File: src/rtl/acc_ctrl_unit.sv
// acc_ctrl_unit: fetch/decode/execute sequencer for the tiny accumulator processor.
module acc_ctrl_unit #(
  parameter int PC_W = 8
) (
  input  logic            clk_in,
  input  logic            rst_in,
  output logic            imem_req_out,
  output logic [PC_W-1:0] imem_addr_out,
  input  logic            imem_ack_in,
  input  logic [7:0]      imem_data_in,
  output logic [2:0]      alu_unit_sel_out,
  output logic            alu_op_sel_out,
  output logic [7:0]      alu_acc_out,
  output logic [7:0]      alu_src_out,
  input  logic [7:0]      alu_res_in,
  output logic [7:0]      acc_out,
  output logic [PC_W-1:0] pc_out,
  output logic            halted_out
);
  typedef enum logic [1:0] {IDLE, FETCH, EXEC, HALT} state_t;
  state_t          state_q, state_d;
  logic [PC_W-1:0] pc_q, pc_d, off;
  logic [7:0]      acc_q, acc_d, ir_q, ir_d, src;
  logic [7:0]      rf_q [8];
  logic            rf_we;
  logic [3:0]      opc, opc_m3;
  logic            imm;
  logic [2:0]      idx;
  assign opc    = ir_q[7:4];
  assign imm    = ir_q[3];
  assign idx    = ir_q[2:0];
  assign opc_m3 = opc - 4'd3;
  assign src    = imm ? {5'b0, idx} : rf_q[idx];
  assign off    = {{(PC_W-4){ir_q[3]}}, ir_q[3:0]};
  assign imem_addr_out = pc_q;
  assign alu_acc_out   = acc_q;
  assign acc_out       = acc_q;
  assign pc_out        = pc_q;
  assign halted_out    = state_q == HALT;
  always_comb begin
    state_d          = state_q;
    pc_d             = pc_q;
    acc_d            = acc_q;
    ir_d             = ir_q;
    rf_we            = 1'b0;
    imem_req_out     = 1'b0;
    alu_unit_sel_out = 3'b111;
    alu_op_sel_out   = 1'b0;
    alu_src_out      = 8'h00;
    case (state_q)
      IDLE: state_d = FETCH;
      FETCH: begin
        imem_req_out = 1'b1;
        if (imem_ack_in) begin
          ir_d    = imem_data_in;
          state_d = EXEC;
        end
      end
      EXEC: begin
        // opcodes 0-5 pair up per unit; 6-9 each get their own unit
        alu_unit_sel_out = opc <= 4'd5 ? opc[3:1] : opc <= 4'd9 ? opc_m3[2:0] : 3'b111;
        alu_op_sel_out   = opc <= 4'd5 && opc[0];
        alu_src_out      = src;
        acc_d            = opc <= 4'd9 ? alu_res_in : acc_q;
        rf_we            = opc == 4'hA && !imm;
        pc_d             = opc == 4'hE ? pc_q :
                           opc == 4'hC || (opc == 4'hB && alu_res_in != 8'h00) ? pc_q + off :
                           pc_q + 1'b1;
        state_d          = opc == 4'hE ? HALT : FETCH;
      end
      default: ;
    endcase
  end
  always_ff @(posedge clk_in or posedge rst_in) begin
    if (rst_in) begin
      state_q <= IDLE;
      pc_q    <= '0;
      acc_q   <= 8'h00;
      ir_q    <= 8'h00;
      for (int i = 0; i < 8; i++) rf_q[i] <= 8'h00;
    end else begin
      state_q <= state_d;
      pc_q    <= pc_d;
      acc_q   <= acc_d;
      ir_q    <= ir_d;
      if (rf_we) rf_q[idx] <= acc_q;
    end
  end
endmodule

File: config.mk
export PLATFORM = sky130hd
export DESIGN_NAME = acc_ctrl_unit
export DESIGN_NICKNAME = d
export VERILOG_FILES = /design/src/rtl/acc_ctrl_unit.sv
export SDC_FILE = /design/constraint.sdc
export NUM_CORES = 1
export LEC_CHECK = 0
export ABC_AREA = 1
export CAP_MARGIN = 25
export CORE_MARGIN = 5
export CORE_UTILIZATION = 41
export CTS_BUF_LIST = sky130_fd_sc_hd__clkbuf_8
export CTS_CLUSTER_DIAMETER = 100
export DETAILED_ROUTE_END_ITERATION = 8
export DONT_BUFFER_PORTS = 1
export PLACE_DENSITY_LB_ADDON = 0.05
export SYNTH_ARGS = -nofsm -noshare
export SYNTH_HDL_FRONTEND = slang
export SYNTH_SLANG_ARGS = --single-unit
File: constraint.sdc
create_clock -name clk_in -period 3.8 [get_ports clk_in]
set_input_delay 0.19 -clock clk_in [delete_from_list [all_inputs] [get_ports clk_in]]
set_output_delay 0.19 -clock clk_in [all_outputs]
set_load 0.01 [all_outputs]
# Word level (Yosys, flattened, before mapping)
# Cells that the tools add are included.
word_totals:
  reg_bits: 90
  latch_bits: 0
  mem_bits_rw: 0
  rom_bits: 0
  memories: 0
op_classes:
  addsub: 3
  multipliers: 0
  n_div: 0
  order_cmp: 4
  eq_ne: 8
  shift: 0
  muxes: 18
  bitwise_logic: 2
  reduce_logical: 13
op_table:
  columns: ["cell", "count"]
  rows:
  - ["bitwise mux 64 bit", 1]
  - ["two-way mux 8 bit", 6]
  - ["binary-select mux 8 bit (select 3 bit)", 1]
  - ["demux 8 bit (select 3 bit)", 1]
  - ["== test 4 bit (second input constant)", 4]
  - ["two-way mux 3 bit", 3]
  - ["adder 8 x 1 -> 8 bit (second input constant)", 1]
  - ["adder 8 bit", 1]
  - ["AND reduction 2 bit", 4]
  - ["nonzero test 8 bit", 1]
  - ["one-hot mux 2 bit (3 select lines)", 1]
  - ["== test 2 bit (second input constant)", 2]
  - [">= comparator 4 bit (second input constant)", 1]
  - ["<= comparator 4 x 3 -> 1 bit (second input constant)", 1]
  - ["<= comparator 4 bit (second input constant)", 1]
  - ["logical AND 1 bit", 4]
  - ["< comparator 4 x 1 -> 1 bit (second input constant)", 1]
  - ["two-way mux 2 bit", 2]
  - ["inverter 3 -> 4 bit", 1]
  - ["two-way mux 1 bit", 3]
  - ["nonzero test 3 bit", 1]
  - ["subtractor 3 x 2 -> 3 bit (second input constant)", 1]
  - ["== test 2 x 1 -> 1 bit (second input constant)", 1]
  - ["logical NOT 2 bit", 1]
  - ["4 further kinds", 4]

# Depth between registers and ports, before layout
# Gate-level depths: netlist of the first run.
depth:
  ltp_word: 6
  depth_mapped: 19
  ltp_nobuf: 19

# Worst setup path after synthesis of the first run
# OpenSTA, ideal clock, no wires.
synth_path:
  kind: "register -> register"
  start: "reg ir_q[0]"
  end: "reg pc_q[6] (netlist: imem_addr_out[6])"
  setup_ps: 119
  t_arrival_ps: 2072
  slack_ps: 1610
  path_stages_with_launch: 17
  n_path_buf: 3
  cell_sequence: "dfrtp_1 > buf_2 > inv_1 > clkbuf_1 > clkbuf_1 > nand2_1 > ha_1 > inv_1 > fa_1 > nor2_1 > inv_1 > nor2_1 > nand2_1 > nand3_1 > nand2_1 > nand3_1 > nand2_1"
synth_via:
  elab_chain_cells: 2
synth_lines:
  columns: ["element", "line", "rtl"]
  rows:
  - ["start: declaration", "23", "logic [7:0] acc_q, acc_d, ir_q, ir_d, src;"]
  - ["start signal: assignment", "85", "ir_q <= ir_d;"]
  - ["adder 8 bit", "67", "opc == 4'hC || (opc == 4'hB && alu_res_in != 8'h00) ? pc_q + off :"]
  - ["two-way mux 8 bit", "67", null]
  - ["end signal: assignment", "83", "pc_q <= pc_d;"]
  - ["end: declaration", "22", "logic [PC_W-1:0] pc_q, pc_d, off;"]
# No other way between the ends.
# A chain may end at the register's enable or synchronous reset.

# Worst setup path in the final report of the first run
layout_path:
  start: "reg ir_q[1]"
  end: "out alu_src_out[1]"
layout_via:
  elab_chain_cells: 6
layout_lines:
  columns: ["element", "line", "rtl"]
  rows:
  - ["inverter 3 -> 4 bit (not written as such)", "33", "assign src = imm ? {5'b0, idx} : rf_q[idx];"]
  - ["binary-select mux 8 bit (select 3 bit)", "33", null]
  - ["two-way mux 8 bit (not written as such) (2 in series)", "33", null]
  - ["two-way mux 8 bit *", "33", null]
  - ["two-way mux 8 bit *", "50", "case (state_q)"]
  - ["end: declaration", "14", "output logic [7:0] alu_src_out,"]
# Every way passes the cells marked *; elsewhere a longest branch is shown, timed or not. The select of a mux whose other input is x is not followed.

==> impl_metrics.csv, run 1 <==
group,metric,value,unit
sta,tightestPinTransition,0.825,ns
power_and_ir_drop,power,0.00317,W
yosys,synth_area,0.00451,mm^2
yosys,synthTopCellsByArea,"dfrtp_1, nand2_1, o21ai_0",
cts,numCtsBuffers,9,
critical_path,cp_slowest_cell,"nor2_1",
run_status,outcome,"completed",
routing,post_drt_via_cell_ratio,5.26,
cts,clockBufferDepth,2,
critical_path,path_buf_inv,0,
yosys,synth_top_family_by_area,"simple AND/OR/NAND/NOR gates",
sta,fin_tns_setup,0,ns
critical_path,path_cells,"nor2_1 -> o21ai_0 -> o22ai_1 -> a211oi_1 -> a31oi_1",
power_and_ir_drop,swShare,46.6,%
floorplanning,ios,65,
yosys,ys_seq_area_share,50.0,%
cts,cts_sinks,90,
floorplanning,start_util,41.8,%
yosys,synth_top_area_share,50.0,%
yosys,postSynthCellCount,547,
sta,fin_worst_skew,0.0115,ns
floorplanning,die_x,115,um
power_and_ir_drop,p_leak,2.23,nW
yosys,yosysMostFrequentCell,"nand2_1",
placed_design,io_buffers,0,
yosys,synth-edff-count,0,
sta,slew_headroom,44.8,%
finish,drive_gt1_share,4.37,%
global_routing,grt_pass1_vias,3605,
cts,cts_root_buf,"clkbuf_8",
cts,cts_repair_resize_count,0,
routing,vias,3623,
yosys,synth_mux_area_share,0.250,%
yosys,synthXorXnorAreaFrac,0.389,%
global_routing,grt_max_degree,38,
placed_design,dp_hpwl,8.33,mm
cts,htree_levels,3,
global_routing,antenna_found_initial,0,
sta,min_period,2.64,ns
placed_design,dpl_worst_slack,1.28,ns
yosys,synthSimpleGateAreaFrac,19.9,%
critical_path,cp.arrival,2.45,ns
yosys,synthAdderAreaFrac,4.05,%
routing,drtPass1Iterations,4,
placed_design,place_congestion,0.831,
routing,ant_nets,0,
floorplanning,fp.dieArea,0.0132,mm^2
critical_path,critPathKind,"reg -> out",
critical_path,crit_path_end_kind,"primary output",
cts,clkTransAtPathRegs,0.08,ns
routing,drt_iter0_drc,286,
global_routing,grt_overflow,0,
floorplanning,rows,38,
routing,wl_per_cell,17.5,um
critical_path,critPathRequiredTime,3.61,ns
yosys,synth-compound-area-share,17.0,%
global_routing,grt_pass1_wl,19.9,mm
finish,fin_nets,578,
sta,drv_slew,0,
power_and_ir_drop,p_clk_share,17.9,%
critical_path,crit_family,"compound AO/OA/AOI/OAI gates",
finish,syn_to_final_growth,6.72,%
critical_path,path_max_fanout,11,
cts,cts_tree,"done",
yosys,synth_area_per_cell,8.24,um^2
global_routing,track_usage,19.5,%
worst_hold_path,worstHoldPathType,"in -> reg",
power_and_ir_drop,p_per_area,659,mW/mm^2
cts,clock_latency,0.37,ns
routing,drcViolationCount,0,
sta,finalCritPeriodShare,69.5,%
yosys,yosysWarnings,0,
flow_run,maxCapViolCount,0,
sta,finalWorstSetupSlack,1.16,ns
power_and_ir_drop,combPwrFrac,38.2,%
power_and_ir_drop,p_switching,0.00148,W
yosys,ys_types,32,
yosys,synth_seq_cells,90,
floorplanning,die_height,115,um
yosys,syn-num-nets,580,
yosys,synthTopCellsByCount,"nand2_1, o21ai_0, dfrtp_1",
sta,fmax,0.378,GHz
yosys,yosysTopAreaCell,"dfrtp_1",
floorplanning,coreArea,0.0108,mm^2
sta,rsz0062_at_grt,"no",
routing,drt_wl_total,12.1,mm
sta,setup_viol,0,
power_and_ir_drop,internal_power,0.00169,W
yosys,synth_async_sr_flop_share,100,%
power_and_ir_drop,irDropWorstVdd,344,uV
sta,hold_violations,0,
finish,diodes,0,
critical_path,max_stage_delay,0.67,ns
power_and_ir_drop,power_frac_seq,43.9,%
critical_path,worstSetupStartpointType,"flop",
yosys,yosys_most_used_dff,"dfrtp_1",
-- path summary, 6_finish.rpt --
check	from	endpoint	slack, ns	cells past startpoint
setup / recovery	ir_q[1]	alu_src_out[1]	1.16	5
hold / removal	imem_ack_in	state_q[0]	0.18	3
setup reg to reg	ir_q[4]	imem_addr_out[6]	1.29	17
hold reg to reg	rf_q[54]	rf_q[54]	0.49	2
max in group asynchronous	rst_in	rf_q[22]	2.60	3
min in group asynchronous	rst_in	imem_addr_out[5]	0.31	2
-- final cells by class --
type | count | area (um^2)
tap | 140 | 175
multi-input combinational | 382 | 1880
clock inverter | 6 | 28.8
timing repair buffer | 21 | 200
inverter | 41 | 155
fill | 1100 | 5980
sequential | 90 | 2250
clock buffer | 9 | 124
-- routing by layer --
metal	routed length [um]	vias to the layer above	global-route usage [%]
met5	0	-	0
met4	211	0	7.43
met3	620	17	4.11
met2	5430	90	29.5
met1	5830	1737	27.6
li1	-	1779	-
-- metrics by stage --
stage | std cells | cell area [um^2] | util, % | hold WS, ns
after floorplan | 547 | 4510 | - | 0.311
after global placement | 657 | 4490 | 41.6 | 0.127
after detailed placement | 657 | 4490 | 41.6 | 0.133
after CTS | 689 | 4810 | 44.6 | 0.162
after global routing | 689 | 4810 | 44.6 | 0.237
final | 689 | 4810 | 44.6 | 0.178
-- state kept, by name, indices dropped and copies added (netlist names) --
name,count
ir_q,8
acc_out,8
imem_addr_out,8
state_q,2
rf_q,64
-- layout by cell type, fill, tap and decap left out, types with 3 or more instances in the layout --
master / n
clkinv_2: 3
a211oi_1: 3
dlygate4sd3_1: 17
nand2_1: 130
o21ai_1: 5
nand2_2: 3
buf_4: 4
clkbuf_8: 9
nor3_1: 3
ha_1: 13
inv_1: 41
dfrtp_1: 90
nor2_1: 63
a21oi_1: 17
a31oi_1: 5
nand3_1: 17
o22ai_1: 7
o21ai_0: 97
-- timing repair --
item,4_1_cts,5_1_grt
hold endpoints to repair,40,0
hold buffers,17,0
buffers inserted,0,0
-- power groups by stage --
| stage | sequential, W | combinational, W | clock (W) |
|---|---|---|---|
| after floorplan | 0.00130 | 0.00104 | 0 |
| after global placement | 0.00141 | 0.00119 | 0 |
| after detailed placement | 0.00141 | 0.00119 | 0 |
| after CTS | 0.00140 | 0.00122 | 0.000587 |
| after global routing | 0.00143 | 0.00139 | 0.000621 |
| final | 0.00139 | 0.00121 | 0.000568 |
-- cell families after synthesis --
| kind of cell | after synthesis |
|---|---|
| AOI/OAI and AO/OA | 143 |
| and+or+nand+nor | 222 |
| muxes | 1 |
| adders and majority gates | 14 |
| DFF | 90 |
| buffers and inverters | 75 |
| xor gates and xnor gates | 2 |
-- worst min-delay path: stages --
cell and delay (ns):
nor2_1 0.08, nor2_1 0.08, a21oi_1 0.15
Power figures use the tool's default switching activity.
==> run 2: changes to the inputs <==
- clock period: 3.8 -> 2.5 ns (I/O delays scaled with it)
==> run 2 against run 1 <==
Non-clock buffer count up 29. Wire length up 0.17%. Clock-buffer cell count unchanged. Hold slack worse by 0.092 ns. Final area up 5.9%. Combinational power up 60%. Die area unchanged. Critical endpoint is now alu_src_out[0]. Utilization up 2.6 points.
==> impl_metrics.csv, run 2 (same netlist as run 1, synthesis figures left out) <==
group,metric,value,unit
sta,fmax,0.433,GHz
placed_design,place_congestion,0.841,
global_routing,grt_max_degree,44,
routing,met1_length,5.76,mm
floorplanning,die_height,115,um
global_routing,grt_pass1_wl,19.7,mm
critical_path,crit_path_end_kind,"primary output",
global_routing,grt_pass1_vias,3627,
cts,clkTransAtPathRegs,0.09,ns
power_and_ir_drop,p_per_area,995,mW/mm^2
finish,final_cell_mix,"nand2_1, o21ai_0, dfrtp_1",
power_and_ir_drop,irDropWorstVdd,623,uV
power_and_ir_drop,p_leak,2.39,nW
placed_design,dp_hpwl,8.09,mm
power_and_ir_drop,power,0.00507,W
sta,tightestPinTransition,0.575,ns
floorplanning,die_x,115,um
sta,slew_headroom,61.6,%
routing,drcViolationCount,0,
finish,fin_nets,607,
routing,drt_wl_total,12.1,mm
floorplanning,coreArea,0.0108,mm^2
sta,fin_tns_setup,0,ns
routing,route.met3.wl,605,um
routing,drtPass1Iterations,4,
sta,min_period,2.31,ns
cts,cts_tree,"done",
global_routing,track_usage,19.3,%
finish,syn_to_final_growth,13.0,%
floorplanning,rows,38,
routing,post_drt_via_cell_ratio,5.18,
floorplanning,ios,65,
placed_design,place_inst,685,
sta,finalCritPeriodShare,92.4,%
critical_path,cp.arrival,2.18,ns
cts,clock_latency,0.37,ns
critical_path,critPathKind,"reg -> out",
finish,diodes,0,
routing,met2_length,5.55,mm
sta,setup_viol,0,
routing,ant_nets,0,
finish,final_common_cell,"nand2_1",
placed_design,io_buffers,0,
sta,fin_worst_skew,0.0166,ns
sta,rsz0062_at_grt,"no",
routing,vias,3728,
critical_path,worstSetupStartpointType,"flop",
critical_path,path_max_fanout,29,
global_routing,grt_overflow,0,
routing,wl_per_cell,16.8,um
cts,numCtsBuffers,9,
cts,cts_sinks,90,
worst_hold_path,worstHoldPathType,"in -> reg",
finish,stdcell_count,719,
routing,drt_iter0_drc,226,
cts,cts_root_buf,"clkbuf_8",
routing,top_layer_used,"met4",
finish,top_register,"rf_q",
cts,htree_levels,3,
flow_run,maxCapViolCount,0,
sta,drv_slew,0,
cts,clockBufferDepth,2,
critical_path,critPathRequiredTime,2.38,ns
finish,drive_gt1_share,10.7,%
finish,largest_reg_flops,64,
global_routing,antenna_found_initial,0,
floorplanning,start_util,41.8,%
floorplanning,fp.dieArea,0.0132,mm^2
run_status,outcome,"completed",
sta,hold_violations,0,
## run 2: final cells by class
type                       count  area, um^2
tap                          140         175
clock buffer                   9         124
inverter                      41         155
fill                        1092        5700
sequential                    90        2250
clock inverter                 7        70.1
timing repair buffer          50         430
multi-input combinational    382        1890
## run 2: metrics by stage
step,area [um^2],hold slack (ns),utilization (%),worst slack (ns)
after floorplan,4510,0.246,-,0.0397
after global placement,4710,0.0856,43.6,0.210
after detailed placement,4710,0.0842,43.6,0.152
after CTS,5070,0.0693,47.0,0.110
after global routing,5090,0.102,47.2,0.00288
final,5090,0.0859,47.2,0.190
## run 2: per-layer routing
layer	vias up	GRT usage, %
li1	1838	-
met1	1789	27.3
met2	84	29.3
met3	17	4.11
met4	0	6.96
met5	-	0
## run 2: worst paths after layout
| check | start | slack [ns] | to | cells after the start |
|---|---|---|---|---|
| worst max-delay path | ir_q[0] | 0.19 | alu_src_out[0] | 9 |
| worst min-delay path | imem_ack_in | 0.09 | state_q[0] | 4 |
| worst max register to register | ir_q[4] | 0.22 | imem_addr_out[6] | 17 |
| worst min register to register | rf_q[37] | 0.49 | rf_q[37] | 2 |
| min in group asynchronous | rst_in | 0.25 | imem_addr_out[5] | 2 |
| max in group asynchronous | rst_in | 1.60 | rf_q[26] | 3 |
## run 2: worst max-delay path, stage by stage, from the launching register on
cell and delay [ns]:
dfrtp_1 0.39, inv_1 0.07, buf_4 0.31, nor2_1 0.17
buf_4 0.19, nand2_1 0.06, o21ai_0 0.08, a221oi_1 0.24
o32ai_1 0.14, buf_4 0.16
## run 2: timing repair
item                       4_1_cts  5_1_grt
hold buffers                    17        0
setup buffers                    0        1
setup endpoints to repair        0        4
hold endpoints to repair        45        0
gates resized for setup          0        6
## run 2: report_power, final
group	total (W)	internal (W)	leakage [nW]	switching (W)
sequential	0.00213	0.00169	1.20	0.000431
clock	0.00101	0.000463	0.105	0.000548
combinational	0.00193	0.000621	1.08	0.00131
